**src/rtl/wdt_supervisor.sv**
```systemverilog
// Configuration, key-unlock and task check-in aggregation in front of a watchdog timer.
// Optional build macro WDT_SUP_DISABLE_EN lets an unlocked control write return RUN to DISABLED.
module wdt_supervisor #(
    parameter int unsigned            N_TASK     = 4,
    parameter int unsigned            CNT_W      = 24,
    parameter logic [15:0]            KEY        = 16'hA5C3,
    parameter int unsigned            UNLOCK_WIN = 16,
    parameter logic [CNT_W-1:0]       DEF_CNT    = CNT_W'(1000000),
    parameter int unsigned            MIN_CNT    = 4
) (
    input  logic              clk,
    input  logic              rst,
    input  logic              cfg_wr,
    input  logic [1:0]        cfg_addr,
    input  logic [CNT_W-1:0]  cfg_wdata,
    input  logic [N_TASK-1:0] checkin,
    input  logic              wdt_rst_int,
    output logic              wdt_en,
    output logic              wdt_kick,
    output logic              wdt_ld_en,
    output logic [CNT_W-1:0]  wdt_ld_cnt,
    output logic              unlocked,
    output logic [N_TASK-1:0] task_missing,
    output logic              err_key,
    output logic              err_cfg
);

    localparam int unsigned WIN_W = $clog2(UNLOCK_WIN + 1);

    typedef enum logic {DISABLED, RUN} state_t;

    state_t            state;
    logic [WIN_W-1:0]  win;
    logic [N_TASK-1:0] mask;
    logic [N_TASK-1:0] seen;
    logic              int_q;

    logic              key_wr;
    logic              key_ok;
    logic              cfg_acc;
    logic              cfg_lock;
    logic              ld_bad;
    logic [N_TASK-1:0] mask_new;
    logic [N_TASK-1:0] seen_next;
    logic              done;
    logic              int_rise;

    // Write decode and check-in completion for the current period
    always_comb begin
        key_wr    = cfg_wr && (cfg_addr == 2'd0);
        key_ok    = (cfg_wdata[15:0] == KEY);
        cfg_acc   = cfg_wr && (cfg_addr != 2'd0) && unlocked;
        cfg_lock  = cfg_wr && (cfg_addr != 2'd0) && !unlocked;
        ld_bad    = (cfg_wdata < CNT_W'(MIN_CNT));
        mask_new  = cfg_wdata[N_TASK-1:0];
        seen_next = seen | (checkin & mask);
        done      = (state == RUN) && (seen_next == mask);
        int_rise  = wdt_rst_int && !int_q;
    end

    // Single-process FSM; later assignments in this block take priority
    always_ff @(posedge clk or posedge rst) begin
        if (rst) begin
            state        <= DISABLED;
            win          <= '0;
            mask         <= '1;
            seen         <= '0;
            int_q        <= 1'b0;
            wdt_en       <= 1'b0;
            wdt_kick     <= 1'b0;
            wdt_ld_en    <= 1'b0;
            wdt_ld_cnt   <= DEF_CNT;
            unlocked     <= 1'b0;
            task_missing <= '0;
            err_key      <= 1'b0;
            err_cfg      <= 1'b0;
        end else begin
            wdt_kick  <= 1'b0;
            wdt_ld_en <= 1'b0;
            err_key   <= 1'b0;
            err_cfg   <= 1'b0;
            int_q     <= wdt_rst_int;

            if (unlocked) begin
                if (win <= WIN_W'(1)) begin
                    unlocked <= 1'b0;
                    win      <= '0;
                end else begin
                    win <= win - WIN_W'(1);
                end
            end

            if (state == RUN) begin
                if (done) begin
                    seen     <= '0;
                    wdt_kick <= 1'b1;
                end else begin
                    seen <= seen_next;
                end
                if (int_rise) begin
                    task_missing <= mask & ~seen;
                end
            end

            if (key_wr) begin
                if (key_ok) begin
                    unlocked <= 1'b1;
                    win      <= WIN_W'(UNLOCK_WIN);
                end else begin
                    unlocked <= 1'b0;
                    win      <= '0;
                    err_key  <= 1'b1;
                end
            end

            if (cfg_lock) begin
                err_key <= 1'b1;
            end

            // One accepted configuration write per unlock
            if (cfg_acc) begin
                unlocked <= 1'b0;
                win      <= '0;
                case (cfg_addr)
                    2'd1: begin
                        if (ld_bad) begin
                            err_cfg <= 1'b1;
                        end else begin
                            wdt_ld_cnt <= cfg_wdata;
                            wdt_ld_en  <= 1'b1;
                        end
                    end
                    2'd2: begin
                        if (mask_new == '0) begin
                            err_cfg <= 1'b1;
                        end else begin
                            mask     <= mask_new;
                            seen     <= '0;
                            wdt_kick <= 1'b0;
                        end
                    end
                    2'd3: begin
                        if (cfg_wdata[0]) begin
                            if (state == DISABLED) begin
                                state     <= RUN;
                                wdt_en    <= 1'b1;
                                wdt_ld_en <= 1'b1;
                                seen      <= '0;
                            end
                        end else begin
`ifdef WDT_SUP_DISABLE_EN
                            if (state == RUN) begin
                                state    <= DISABLED;
                                wdt_en   <= 1'b0;
                                seen     <= '0;
                                wdt_kick <= 1'b0;
                            end
`else
                            err_cfg <= 1'b1;
`endif
                        end
                    end
                    default: ;
                endcase
            end
        end
    end

endmodule

```
**config.mk**
```make
export PLATFORM = sky130hd
export DESIGN_NAME = wdt_supervisor
export DESIGN_NICKNAME = d
export VERILOG_FILES = /design/src/rtl/wdt_supervisor.sv
export SDC_FILE = /design/constraint.sdc
export NUM_CORES = 1
export LEC_CHECK = 0
export ABC_CLOCK_PERIOD_IN_PS = 1900
export BUFFER_PORTS_ARGS = -buffer_cell sky130_fd_sc_hd__buf_2
export CAP_MARGIN = 20
export CELL_PAD_IN_SITES_DETAIL_PLACEMENT = 1
export CELL_PAD_IN_SITES_GLOBAL_PLACEMENT = 2
export CORE_MARGIN = 5
export CORE_UTILIZATION = 31
export CTS_CLUSTER_SIZE = 24
export DETAILED_ROUTE_END_ITERATION = 16
export HOLD_SLACK_MARGIN = 0.08
export PLACE_DENSITY_LB_ADDON = 0.12
export SYNTH_ARGS = -nofsm -noshare
export SYNTH_HDL_FRONTEND = slang
export SYNTH_SLANG_ARGS = --single-unit
```
**constraint.sdc**
```tcl
create_clock -name clk -period 1.9 [get_ports clk]
set_input_delay 0.38 -clock clk [delete_from_list [all_inputs] [get_ports clk]]
set_output_delay 0.38 -clock clk [all_outputs]
set_load 0.02 [all_outputs]
```
---- After elaboration in Yosys (flattened, before gate mapping) ----
Index checks and enable logic that the tools add are counted.
word-level totals
  register bits ........................... 49
  input bits .............................. 34
cells by class
  multiplexer cells ....................... 35
  add/subtract/negate cells ............... 1
  $lt $le $gt $ge ......................... 2
  reduce and logical (&&, ||, !) cells .... 17
  equal/unequal tests ..................... 5
  bitwise gates (word level) .............. 7
operators by type and width
  kind                    number
  $mux W5                 5
  $lt A24 B3 Y1 const B   1
  $mux W4                 6
  $mux W1                 21
  $eq A16 B16 Y1 const B  1
  $reduce_and A3 Y1       3
  $and A4 B4 Y4           2
  $pmux W4 S2             1
  $logic_and A1 B1 Y1     6
  $le A5 B1 Y1 const B    1
  $sub A5 B1 Y5 const B   1
  $eq A2 B2 Y1 const B    2
  $eq A4 B4 Y1            1
  $logic_not A4 Y1        1
  $not A4 Y4              1
  $or A4 B4 Y4            1
  $reduce_and A4 Y1       1
  $not A1 Y1              3
  $pmux W1 S3             1
  $reduce_bool A3 Y1      1
  $eq A2 B1 Y1 const B    1
  $logic_not A1 Y1        2
  $logic_not A2 Y1        1
  $pmux W1 S2             1
  2 further kinds         2

---- Depth between registers and ports, before layout ----
  depth in word-level cells ............... 10
  gate-level depth with buffers ........... 6
  mapped depth without buffers ............ 6

---- Worst setup path after synthesis ----
No wires, ideal clock.
  path kind ............................... input to register
  start ................................... input port cfg_wdata[10]
  end ..................................... register wdt_ld_cnt[10]
  setup slack ............................. -128 ps
  arrival ................................. 1,900 ps
  cell stages on the path ................. 4
  buffers on the path ..................... 1
  cell sequence ........................... or4_1 -> o41ai_4 -> buf_6 -> mux2_1
between the ends
  word-level cells in the longest chain between the ends .. 3
ends and longest elaborated chain
  item                         line  text
  from (decl)                  15    input logic [CNT_W-1:0] cfg_wdata,
  $lt A24 B3 Y1                54    ld_bad = (cfg_wdata < CNT_W'(MIN_CNT));
  $not A1 Y1 (no line)         n/a
  $reduce_and A3 Y1 (no line)  n/a
  to (signal assigned)         129   wdt_ld_cnt <= cfg_wdata;
  to (decl)                    21    output logic [CNT_W-1:0] wdt_ld_cnt,
Several ways; a longest one is shown, not always the timed one.
A chain may end at the register's enable or synchronous reset.

---- Final worst setup path ----
  start ................................... input port cfg_wdata[11]
  end ..................................... register wdt_ld_cnt[0]
between the ends
  word-level cells in the longest chain between the ends .. 3
ends and longest elaborated chain
  item                         line
  $lt A24 B3 Y1                54
  $not A1 Y1 (no line)         n/a
  $reduce_and A3 Y1 (no line)  n/a
No other way between the ends.

==> flow_summary.yaml <==
global_route:
  antenna_found_initial: 0
  grt_pass1_vias: 1996
  grt_pass1_wl_mm: 9.68
  grt_max_degree: 50
  overflow: 0
  grt.total_usage_pct: 14.0
synth:
  synth_top_area_cell: "dfrtp_1"
  ys_ff_latch: 49
  synth.distinct_cells: 40
  avgSynthCellArea_um2: 11.4
  syn_nets: 227
  yosysSeqAreaShare_pct: 56.7
  synth_top_cell_area_share_pct: 43.5
  yosysMostFrequentCell: "dfrtp_1"
  async_flop_share_pct: 100
  synth_flop_cell: "dfrtp_1"
  mappedNetlistArea_um2: 2190
  synth_area_leaders: "dfrtp_1 44%, dfstp_2 13%, mux2_1 5.2%, a22o_1 4.4%, mux2_2 3.6%"
  synth_edf_count: 0
  yosysWarnings: 0
  synth.top_cells.by_count: "38 x dfrtp_1, 15 x nand2_1, 11 x a22o_1, 11 x dfstp_2, 11 x o21ai_0"
  synthCells: 191
clock_network:
  cts_buffer_depth: 2
  root_buffer: "clkbuf_8"
  cts.sinks: 49
  cts_max_level: 2
  cts_tree: "built"
  cts_buffers: 5
  clock_latency_ns: 0.31
  cts.clk_slew.worst_paths_ns: 0.09
timing:
  fin_skew_ns: 0.00634
  setup_slack_ns: 0.151
  max_freq_ghz: 0.572
  drv_slew: 0
  worst_pin_slew_ns: 0.634
  hold_viol: 0
  setup_viol: 0
  slew_headroom_pct: 57.5
  fin_hold_ws_ns: 0.106
  fin_crit_ns: 1.75
  post-route-period-util_pct: 92.1
  rsz0062_at_grt: "false"
  final.setup.tns_ns: 0
die:
  die_area_um2: 8830
  start_util_pct: 32.0
  ios: 68
  core_area_um2: 6830
  row_count: 30
  die_x_um: 94.0
  die_h_um: 94.0
drt:
  drtAntennaViolNets: 0
  wirelength_mm: 5.86
  initialDrtViolationCount: 30
  routedWlPerCell_um: 15.5
  drc: 0
  vias: 1818
  vias_per_cell: 4.80
  dr.pass1.iters: 3
place:
  dp_slack_ns: -0.233
  place.gp.congestion: 0.735
  port_buffers: 67
  dp_cells: 371
  dpl.hpwl_mm: 4.56
final_layout:
  drive_gt1_share_pct: 43.1
  syn_to_final_growth_pct: 33.5
  n_antenna_cell: 0
  finalNetCount: 318
  stdcell_count: 379
worst_setup_path:
  cp.arrival_ns: 1.94
  worst-path-max-fanout: 7
  path_class: "input pin to register"
  worst_setup_path_start_kind: "input pin"
  cp-end-kind: "register"
  required_ns: 2.09
power_and_ir_drop:
  leakage_uw: 0.00144
  ir_worst_vdd_mv: 0.226
  powerDensity_nw_per_um2: 674
worst_hold_path:
  hp-class: "input pin to asynchronous set/reset pin"
outcome:
  status: "complete, no violations"
flow_run:
  drv_cap: 0
==> where the power goes <==
group          switching (µW)  internal [µW]  total, µW
clock network             357            391        749
logic                    93.7           69.5        163
registers                4.98           1050       1050
==> routing by layer <==
layer	share of wire [%]	up-vias	track usage (%)	routed length, µm
met5	0	-	0	0
met4	1.1	0	4.33	65
met3	6.1	6	4.49	356
met2	48	47	23.2	2840
met1	44	888	17.2	2600
li1	-	877	-	-
==> path summary, 6_finish.rpt <==
path | start | end | slack (ns) | cells past startpoint
max | cfg_wdata[11] | wdt_ld_cnt[0] | 0.15 | 7
min | rst | wdt_ld_cnt[12] | 0.11 | 3
max reg2reg | unlocked | wdt_ld_cnt[4] | 0.30 | 6
min reg2reg | task_missing[2] | task_missing[2] | 0.48 | 2
max in group asynchronous | rst | mask[0] | 1.52 | 3
min in group clk | wdt_rst_int | int_q | 0.20 | 1
==> final cells by class <==
| class | instances | area, µm² |
|---|---|---|
| repair buffers | 92 | 536 |
| well taps | 96 | 120 |
| clock inverters | 2 | 35.0 |
| flip-flops and latches | 49 | 1240 |
| inverters | 10 | 37.5 |
| clock buffers | 6 | 72.6 |
| fillers | 819 | 3910 |
| multi-input cells | 124 | 877 |
==> kinds of logic (layout without fill, tap and decap cells) <==
kind of cell / Yosys count / count (layout) / synth area share (%)
AND/OR/NAND/NOR: 58 / 58 / 13.9
flip-flops: 49 / 49 / 56.7
AO/OA/AOI/OAI: 46 / 46 / 15.5
multiplexers: 18 / 18 / 9.22
buffers and inverters: 18 / 110 / 3.61
adder cells (fa/ha/maj): 2 / 2 / 1.14
==> stage by stage <==
stage	area [µm²]	total power (µW)	util, %
2_1_floorplan	2190	1130	-
3_3_place_gp	2800	1240	41.0
3_5_place_dp	2800	1240	41.0
4_1_cts	2910	1990	42.6
5_1_grt	2920	2040	42.7
6_report	2920	1970	42.7
==> placed cells by master, fill, tap and decap left out, drive strengths merged, types with 3 or more instances in the layout <==
cell type	instances
a21oi	6
a31oi	4
dfstp	11
o21ai	11
buf	92
inv	10
nand2	15
mux2	17
dfrtp	38
a22o	11
clkbuf	6
nor4	7
nand4	4
nor3	6
nand2b	8
nor2	7
nand3	3
==> worst max-delay path, stage by stage <==
cell and delay, ns:
buf_2 0.10, nor4_1 0.34, buf_4 0.18, nand4_1 0.12
o41ai_4 0.25, buf_4 0.22, mux2_2 0.34
==> flip-flops by register name, summed over array words and instances, names as in the netlist <==
name / flops
task_missing: 4
wdt_en: 1
wdt_kick: 1
wdt_ld_cnt: 24
err_key: 1
win: 5
state: 1
err_cfg: 1
unlocked: 1
mask: 4
wdt_ld_en: 1
int_q: 1
seen: 4
==> what timing repair did <==
item | CTS | global route
resized for setup | 0 | 1
hold buffers | 0 | 0
buffers inserted | 0 | 0
endpoints found under the setup margin | 0 | 5
endpoints found under the hold margin | 0 | 0
Note: power is estimated with default switching activity, not from simulation.
